## config.mk

```make
export PLATFORM = sky130hd
export DESIGN_NAME = sort_frame_sequencer
export DESIGN_NICKNAME = d
export VERILOG_FILES = /design/src/rtl/sort_frame_sequencer.sv
export SDC_FILE = /design/constraint.sdc
export NUM_CORES = 1
export LEC_CHECK = 0
export ABC_AREA = 1
export CAP_MARGIN = 15
export CORE_ASPECT_RATIO = 0.5
export CORE_UTILIZATION = 49
export DETAILED_ROUTE_END_ITERATION = 12
export PLACE_DENSITY = 0.77
export SKIP_LAST_GASP = 1
export SLEW_MARGIN = 20
export SYNTH_ARGS = -nofsm -noshare
export SYNTH_HDL_FRONTEND = slang
export SYNTH_SLANG_ARGS = --single-unit
```

## constraint.sdc

```tcl
create_clock -name clk_i -period 2.7 [get_ports clk_i]
set_clock_uncertainty 0.2 [all_clocks]
set_input_delay 0.405 -clock clk_i [delete_from_list [all_inputs] [get_ports clk_i]]
set_output_delay 0.405 -clock clk_i [all_outputs]
set_load 0.1 [all_outputs]
```

## src/rtl/sort_frame_sequencer.sv

```systemverilog
// Frame sequencer between the UART byte links and the sorting engine.
// Accepts a length-prefixed frame, feeds the sorter, and returns length + sorted bytes.
module sort_frame_sequencer #(
  parameter int DATA_W         = 8,
  parameter int MAX_LEN        = 32,
  parameter int TIMEOUT_CYCLES = 1200000
) (
  input  logic              clk_i,
  input  logic              rst_i,
  input  logic [DATA_W-1:0] rx_data_i,
  input  logic              rx_valid_i,
  output logic              rx_ready_o,
  output logic [DATA_W-1:0] tx_data_o,
  output logic              tx_valid_o,
  input  logic              tx_ready_i,
  output logic [DATA_W-1:0] sort_data_o,
  output logic              sort_valid_o,
  output logic              sort_last_o,
  input  logic              sort_ready_i,
  output logic              sort_abort_o,
  input  logic [DATA_W-1:0] res_data_i,
  input  logic              res_valid_i,
  input  logic              res_last_i,
  output logic              res_ready_o,
  output logic              busy_o,
  output logic              frame_done_o,
  output logic              err_o,
  output logic [1:0]        err_code_o
);

  localparam int TMR_W = (TIMEOUT_CYCLES > 1) ? $clog2(TIMEOUT_CYCLES) : 1;
  localparam logic [TMR_W-1:0]  TMR_LAST  = TMR_W'(TIMEOUT_CYCLES - 1);
  localparam logic [DATA_W-1:0] MAX_LEN_D = DATA_W'(MAX_LEN);

  typedef enum logic [1:0] {
    ST_IDLE,
    ST_LOAD,
    ST_RESP_HDR,
    ST_DRAIN
  } state_t;

  state_t            state, state_n;
  logic [7:0]        len, len_n;
  logic [7:0]        cnt, cnt_n;
  logic [TMR_W-1:0]  timer, timer_n;
  logic [1:0]        err_code, err_code_n;

  logic              rx_ready, tx_valid, sort_valid, sort_last, sort_abort;
  logic              res_ready, frame_done, err;
  logic [DATA_W-1:0] tx_data, sort_data;
  logic              cnt_is_last;

  always_ff @(posedge clk_i) begin
    if (rst_i) begin
      state    <= ST_IDLE;
      len      <= '0;
      cnt      <= '0;
      timer    <= '0;
      err_code <= '0;
    end else begin
      state    <= state_n;
      len      <= len_n;
      cnt      <= cnt_n;
      timer    <= timer_n;
      err_code <= err_code_n;
    end
  end

  assign cnt_is_last = (cnt == (len - 8'd1));

  always_comb begin
    state_n    = state;
    len_n      = len;
    cnt_n      = cnt;
    timer_n    = timer;
    err_code_n = err_code;
    rx_ready   = 1'b0;
    tx_data    = '0;
    tx_valid   = 1'b0;
    sort_data  = '0;
    sort_valid = 1'b0;
    sort_last  = 1'b0;
    sort_abort = 1'b0;
    res_ready  = 1'b0;
    frame_done = 1'b0;
    err        = 1'b0;

    case (state)
      ST_IDLE: begin
        rx_ready = 1'b1;
        if (rx_valid_i) begin
          if ((rx_data_i != '0) && (rx_data_i <= MAX_LEN_D)) begin
            len_n   = 8'(rx_data_i);
            cnt_n   = '0;
            timer_n = '0;
            state_n = ST_LOAD;
          end else begin
            err        = 1'b1;
            err_code_n = 2'd1;
          end
        end
      end

      // rx stream passes straight through to the sorter; the timer restarts
      // on every accepted byte and counts every other cycle, stalled or not.
      ST_LOAD: begin
        sort_data  = rx_data_i;
        sort_valid = rx_valid_i;
        rx_ready   = sort_ready_i;
        sort_last  = cnt_is_last;
        if (rx_valid_i && sort_ready_i) begin
          timer_n = '0;
          if (cnt_is_last) begin
            cnt_n   = '0;
            state_n = ST_RESP_HDR;
          end else begin
            cnt_n = cnt + 8'd1;
          end
        end else if (timer == TMR_LAST) begin
          sort_abort = 1'b1;
          err        = 1'b1;
          err_code_n = 2'd2;
          state_n    = ST_IDLE;
        end else begin
          timer_n = timer + TMR_W'(1);
        end
      end

      ST_RESP_HDR: begin
        tx_valid = 1'b1;
        tx_data  = DATA_W'(len);
        if (tx_ready_i) state_n = ST_DRAIN;
      end

      // A mismatching byte is still forwarded before the frame is dropped.
      ST_DRAIN: begin
        tx_data   = res_data_i;
        tx_valid  = res_valid_i;
        res_ready = tx_ready_i;
        if (res_valid_i && tx_ready_i) begin
          cnt_n = cnt + 8'd1;
          if (cnt_is_last && res_last_i) begin
            frame_done = 1'b1;
            state_n    = ST_IDLE;
          end else if (cnt_is_last || res_last_i) begin
            err        = 1'b1;
            err_code_n = 2'd3;
            state_n    = ST_IDLE;
          end
        end
      end

      default: state_n = ST_IDLE;
    endcase
  end

  // Outputs are held at zero for as long as reset is asserted.
  assign rx_ready_o   = rx_ready   & ~rst_i;
  assign tx_data_o    = rst_i ? '0 : tx_data;
  assign tx_valid_o   = tx_valid   & ~rst_i;
  assign sort_data_o  = rst_i ? '0 : sort_data;
  assign sort_valid_o = sort_valid & ~rst_i;
  assign sort_last_o  = sort_last  & ~rst_i;
  assign sort_abort_o = sort_abort & ~rst_i;
  assign res_ready_o  = res_ready  & ~rst_i;
  assign busy_o       = (state != ST_IDLE) & ~rst_i;
  assign frame_done_o = frame_done & ~rst_i;
  assign err_o        = err        & ~rst_i;
  assign err_code_o   = rst_i ? '0 : err_code;

endmodule

```

==> results.md, run 1 <==
- Non-filler instance count after layout: 631
- Fmax: 332 MHz
- Slew @ Worst Pin: 0.534 ns
- CP Capture Type: output port
- Worst EP required: 2.10 ns
- CP startpoint kind: flip-flop
- Hold Startpoint: err_code[1]
- Nets: 586
- Clk sinks: 41
- Per-cell routed wire length: 13.6 um
- Switching part of the total: 31.4%
- Largest net degree at the start of global routing: 23
- Placed cells: 617
- Die Area: 6400 um2
- Antenna violations before repair: 0
- Sw Pwr: 512 uW
- Register area share after synthesis: 27.6%
- Final TNS setup: -0.855 ns
- Initial Util: 52.5%
- First-pass GRT wire length: 14100 um
- Area leader, netlist: dfxtp_1
- Synth unique cells: 34
- GP Congestion: 0.886
- Period minus WS final: 3.01 ns
- Clock network power share: 37.2%
- Combinational share of power: 24.0%
- Inserted Clock Buffers: 5
- Top FF cell, synth: dfxtp_1
- Final Slew Violations: 0
- Period Utilization, post-route: 112%
- Synthesized area: 2970 um2
- Violated checks: DRC, setup timing
- Post-synth net total: 522
- FP Rows: 19
- DRT Pass-1 Iters: 8
- PnR worst setup slack: -0.311 ns
- Asr flop ratio synth: 0%
- IO buf count: 49
- I/O pin cnt: 50
- Final ANT Viol Nets: 0
- Top-count cell post-synth: nand2_1
- RSZ-0062 raised after global routing: true
- Pwr dens: 391 nW/um2
- Reg power frac: 38.8%
- CP Data Arrival Time: 2.41 ns
- Die X: 112 um
- Root buf cell: clkbuf_16
- Max incr delay on CP: 0.36 ns
- Syn_area_per_cell: 6.02 um2
- Grt total ovfl: 0
- Cells taking the most area after synthesis: dfxtp_1 28%, nand2_1 16%, nor2_1 10%
- Via density per instance: 5.35
- Core ar.: 5660 um2
- Leakage: 1.65 nW
- Clk buf depth: 2
- Max Cap Violations: 0
- Area growth syn-to-layout: 40.2%
- CP max FO: 4
- Setup CP Type: reg -> out
- Vias in the first global route: 3090
- Die extent in y: 57.1 um
- Yosys Warn Count: 0
- CP Cell Sequence: inv_4 -> ha_4 -> nor2_1 -> nor2_2 -> nand2_1 -> nor2_1 -> nand4_1 -> nor2_2 -> buf_4 -> ha_1 -> inv_1 -> nor4_4 -> buf_12
- Clock slew at reported path FFs: 0.06 ns
- Post-Route WL: 8590 um
- Synth top cells by count: 123 x nand2_1, 83 x nor2_1, 55 x inv_1
- Slew HR: 64.4%
- Synth Instances: 494
- Crit path max-delay cell type: dfxtp_4
- DR iter-0 viols: 169
- Hold crit path type: reg -> reg
- Top cell type's share of synthesized area: 27.6%
- Worst skew pair latency: 0.29 ns
- Share of cells above drive strength 1: 23.1%
- Worst Setup SP: len[0]
- GR Util All Layers: 27.8%
- R2r startpoint: len[0]
- Pint: 1.12 mW
- Final Hold Viols: 0
- Ant. Diodes: 0
- Post-synth EDFFs: 0
- FF+latch count, synth: 41
- CTS tree: built
- Hold buffer count at CTS: 0
- CTS H-tree lvls: 2
- Status: finished with violations
- Final Setup Violations: 3
- Peak VDD IR: 0.292 mV
- DRC: 2
- Dpl hpwl: 6300 um
- DR vias: 3374
==> layout by cell type, fill, tap and decap left out, types with 2 or more instances in the layout <==
cell type,n
o31ai_1,8
nand3_2,2
inv_1,50
inv_2,8
o21ai_0,13
nor2_4,2
nand4_1,13
buf_12,27
ha_4,2
ha_1,2
o21ai_1,4
clkbuf_16,5
nor2_2,19
clkdlybuf4s50_1,21
dfxtp_1,39
nor2_1,67
nand2_2,15
nand3_1,43
or2_2,3
a21oi_2,11
o21ai_2,3
xor2_1,7
a21oi_1,19
nand2_1,122
xnor2_1,2
buf_4,21
nor3_1,15
==> path summary, 6_finish.rpt <==
kind	endpoint	depth (start not counted)	slack [ns]
worst max-delay path	frame_done_o	13	-0.31
worst min register to register	err_code[1]	2	0.27
worst min-delay path	err_code[1]	2	0.27
worst max register to register	flip-flop	18	0.13
==> cells by family (layout without fill, tap and decap cells) <==
family | Yosys count | count (layout) | share of synthesized area, %
flops | 41 | 41 | 27.6
fa+ha+maj | 5 | 5 | 2.10
simple gates | 306 | 306 | 45.0
buf+inv | 73 | 137 | 10.1
compound gates | 60 | 60 | 12.5
xor+xnor | 9 | 9 | 2.65
==> registers in the layout, summed over array words and instances (netlist names), named ones only <==
register,flops
len,8
state,1
err_code,2
timer,21
cnt,8
==> critical path, delay by kind of cell (launching register included) <==
kind	cells	cell delay, ns
buf+inv	4	0.50
flops	1	0.36
simple gates	7	0.85
fa+ha+maj	2	0.40
==> layout make-up <==
cell class / count / area, um2
multi-input combinational: 380 / 1960
tap: 73 / 91.3
timing repair buffer: 70 / 913
sequential: 41 / 826
inverter: 60 / 229
fill: 471 / 1490
clock buffer: 7 / 143
==> stage by stage <==
step,instance area (um2),utilization [%],power [mW],hold WS (ns),setup WS (ns)
2_1_floorplan,3060,-,0.893,0.235,-0.816
4_1_cts,4140,73.1,1.63,0.271,-0.275
3_5_place_dp,3940,69.6,1.03,0.263,-0.0140
3_3_place_gp,3940,69.6,1.02,0.251,0.0445
6_report,4170,73.6,1.63,0.265,-0.311
5_1_grt,4170,73.6,1.69,0.288,-0.424
==> layer usage <==
| metal | vias up | global-route usage (%) | part of all wire, % |
|---|---|---|---|
| met3 | 12 | 5.42 | 5.5 |
| met4 | 0 | 8.95 | 1.4 |
| met1 | 1555 | 33.7 | 44 |
| met5 | - | 0 | 0 |
| met2 | 87 | 50.6 | 49 |
| li1 | 1720 | - | - |
==> timing repair <==
action                                 in CTS  in global routing
pin swaps                                   8                  1
resized for setup                           6                  5
endpoints found under the hold margin       0                  0
setup endpoints to repair                   2                  6
buffers inserted                            4                  3
==> power groups by stage <==
stage          Sequential, mW  Combinational (mW)  Clock, mW
2_1_floorplan           0.643               0.250          0
3_3_place_gp            0.646               0.372          0
3_5_place_dp            0.647               0.379          0
4_1_cts                 0.633               0.385      0.612
5_1_grt                 0.635               0.419      0.635
6_report                0.633               0.391      0.606
(Power assumes the default switching activity.)
==> run 2: changes to the inputs <==
CORE_MARGIN = 5   (was not set)
==> run 2 against run 1 <==
Effect of this change: the flow finishes with violations (setup timing); highest routed layer unchanged; global-route usage fell by 3.9 points; worst setup slack got worse by 0.11 ns; die area up 22%; register-to-register slack improved by 0.02 ns; fmax is 3.4% lower; via count increased by 2.8%.
==> results.md, run 2 (same netlist as run 1, synthesis figures left out) <==
- Final Hold Viols: 0 (unchanged)
- Regs by FF count: timer: 21 flops, cnt: 8 flops, len: 8 flops
- Violated checks: setup timing
- Grt total ovfl: 0 (unchanged)
- Area growth syn-to-layout: 44.4%
- Worst EP required: 2.10 ns (about the same)
- Hold Startpoint: err_code[1]
- RSZ-0062 raised after global routing: true
- Register-to-register setup slack: 0.15 ns (+0.02 ns)
- Ant. Diodes: 0 (unchanged)
- Die Area: 7820 um2 (+22%)
- Most common cell after layout, fill and taps aside: nand2_1
- Clk sinks: 41 (unchanged)
- Largest Register: timer
- Clock slew at reported path FFs: 0.06 ns (about the same)
- Slew @ Worst Pin: 0.526 ns (-0.00787 ns)
- Non-filler instance count after layout: 642 (+1.7%)
- Post-Route Utilization: 71.8% (-1.9 points)
- Largest net degree at the start of global routing: 16 (-30%)
- CTS tree: built
- Cell area after layout: 4290 um2 (+3.0%)
- DR iter-0 viols: 203 (+20%)
- Final Slew Violations: 0 (unchanged)
- Core ar.: 5980 um2 (+5.7%)
- Vias in the first global route: 3252 (+5.2%)
- I/O pin cnt: 50 (unchanged)
- Leakage: 1.69 nW (+2.5%)
- CTS H-tree lvls: 2 (unchanged)
- R2r startpoint: len[0]
- Inserted Clock Buffers: 5 (unchanged)
- Max Cap Violations: 0 (unchanged)
- FP Rows: 20 (+1)
- Worst skew pair latency: 0.29 ns (about the same)
- Nets: 593 (+1.2%)
- Placed cells: 625 (+1.3%)
- Die extent in y: 65.1 um (+14%)
- Dpl hpwl: 6370 um (+1.1%)
- Fillcell total: 445 (-5.5%)
- First-pass GRT wire length: 15100 um (+7.3%)
- Commonest non-fill, non-tap cells in the layout: 119 x nand2_1, 67 x nor2_1, 50 x inv_1
- PnR worst setup slack: -0.416 ns (-0.105 ns)
- GR Util All Layers: 23.9% (-3.9 points)
- DRT Pass-1 Iters: 4 (-4)
- Max reg flops: 21 (unchanged)
- CP max FO: 2 (-2)
- GP Congestion: 0.960 (+8.3%)
- Post-Route WL: 9230 um (+7.5%)
- Pwr dens: 382 nW/um2 (-2.4%)
- Status: finished with violations
- Initial Util: 49.7% (-2.8 points)
- DR vias: 3469 (+2.8%)
- Fmax: 321 MHz (-3.4%)
- DRC: 0 (-2)
- CP Data Arrival Time: 2.51 ns (+0.10 ns)
- Worst Setup SP: len[0]
- Per-cell routed wire length: 14.4 um (+5.6%)
- Die X: 120 um (+7.1%)
- Placed cell area: 3970 um2 (+0.89%)
- Fin Hold WS: 0.260 ns (-0.00521 ns)
- Hold buffer count at CTS: 0 (unchanged)
- Clk buf depth: 2 (unchanged)
- Setup CP Type: reg -> out
- Via density per instance: 5.40 (+1.1%)
- IO buf count: 49 (unchanged)
- Final Setup Violations: 3 (unchanged)
- CP startpoint kind: flip-flop
- Root buf cell: clkbuf_16
- Period Utilization, post-route: 115% (+3.9 points)
- Hold crit path type: reg -> reg
- Share of cells above drive strength 1: 25.7% (+2.5 points)
- Slew HR: 64.9% (+0.49 points)
- CP Capture Type: output port
- Antenna violations before repair: 0 (unchanged)
- Pwr Total: 1.64 mW (+0.49%)
- Peak VDD IR: 0.218 mV (-26%)
- Final ANT Viol Nets: 0 (unchanged)
- Period minus WS final: 3.12 ns (+0.105 ns)
==> run 2: path summary, 6_finish.rpt <==
kind                                    end  cells past startpoint
worst max-delay path                  err_o                     16
worst min-delay path            err_code[1]                      2
worst max register to register  err_code[0]                     20
worst min register to register  err_code[1]                      2
==> run 2: per-layer routing <==
| layer | up-vias | GRT usage, % | wire [um] |
|---|---|---|---|
| met1 | 1592 | 28.7 | 4060 |
| met2 | 126 | 42.3 | 4460 |
| met3 | 20 | 5.06 | 500 |
| met5 | - | 0 | 0 |
| li1 | 1731 | - | - |
| met4 | 0 | 9.13 | 197 |
==> run 2: through the flow <==
stage / setup slack (ns) / setup TNS [ns]
2_1_floorplan: -0.816 / -8.05
3_3_place_gp: 0.0611 / 0
3_5_place_dp: 0.0161 / 0
4_1_cts: -0.266 / -1.03
5_1_grt: -0.586 / -1.72
6_report: -0.416 / -0.984
==> run 2: power by group <==
part	internal (mW)	switching (mW)
logic	0.141	0.263
clock network	0.363	0.236
registers	0.619	0.0159
==> run 2: layout make-up <==
| cell class | instances | area (um2) | share of cell area (%) |
|---|---|---|---|
| repair buffers | 77 | 970 | 22.6 |
| well taps | 77 | 96.3 | 2.24 |
| flip-flops and latches | 41 | 823 | 19.2 |
| clock buffers | 7 | 143 | 3.32 |
| multi-input cells | 380 | 2030 | 47.3 |
| inverters | 60 | 231 | 5.39 |
==> run 2: what timing repair did <==
| item | in CTS | in global routing |
|---|---|---|
| pin swaps | 7 | 16 |
| setup endpoints to repair | 2 | 8 |
| buffers inserted | 15 | 2 |
| resized for setup | 6 | 20 |
==> run 2: critical path: stages (launching register included) <==
cell	delay, ns
dfxtp_2	0.34
inv_4	0.04
ha_4	0.23
nand2_2	0.07
inv_2	0.03
nor2_1	0.09
nand2_1	0.07
nor2_1	0.10
nand4_1	0.19
nor2_4	0.17
inv_2	0.07
ha_4	0.26
nand3_2	0.08
o21ai_2	0.09
a21oi_2	0.06
nor2_4	0.13
buf_12	0.18
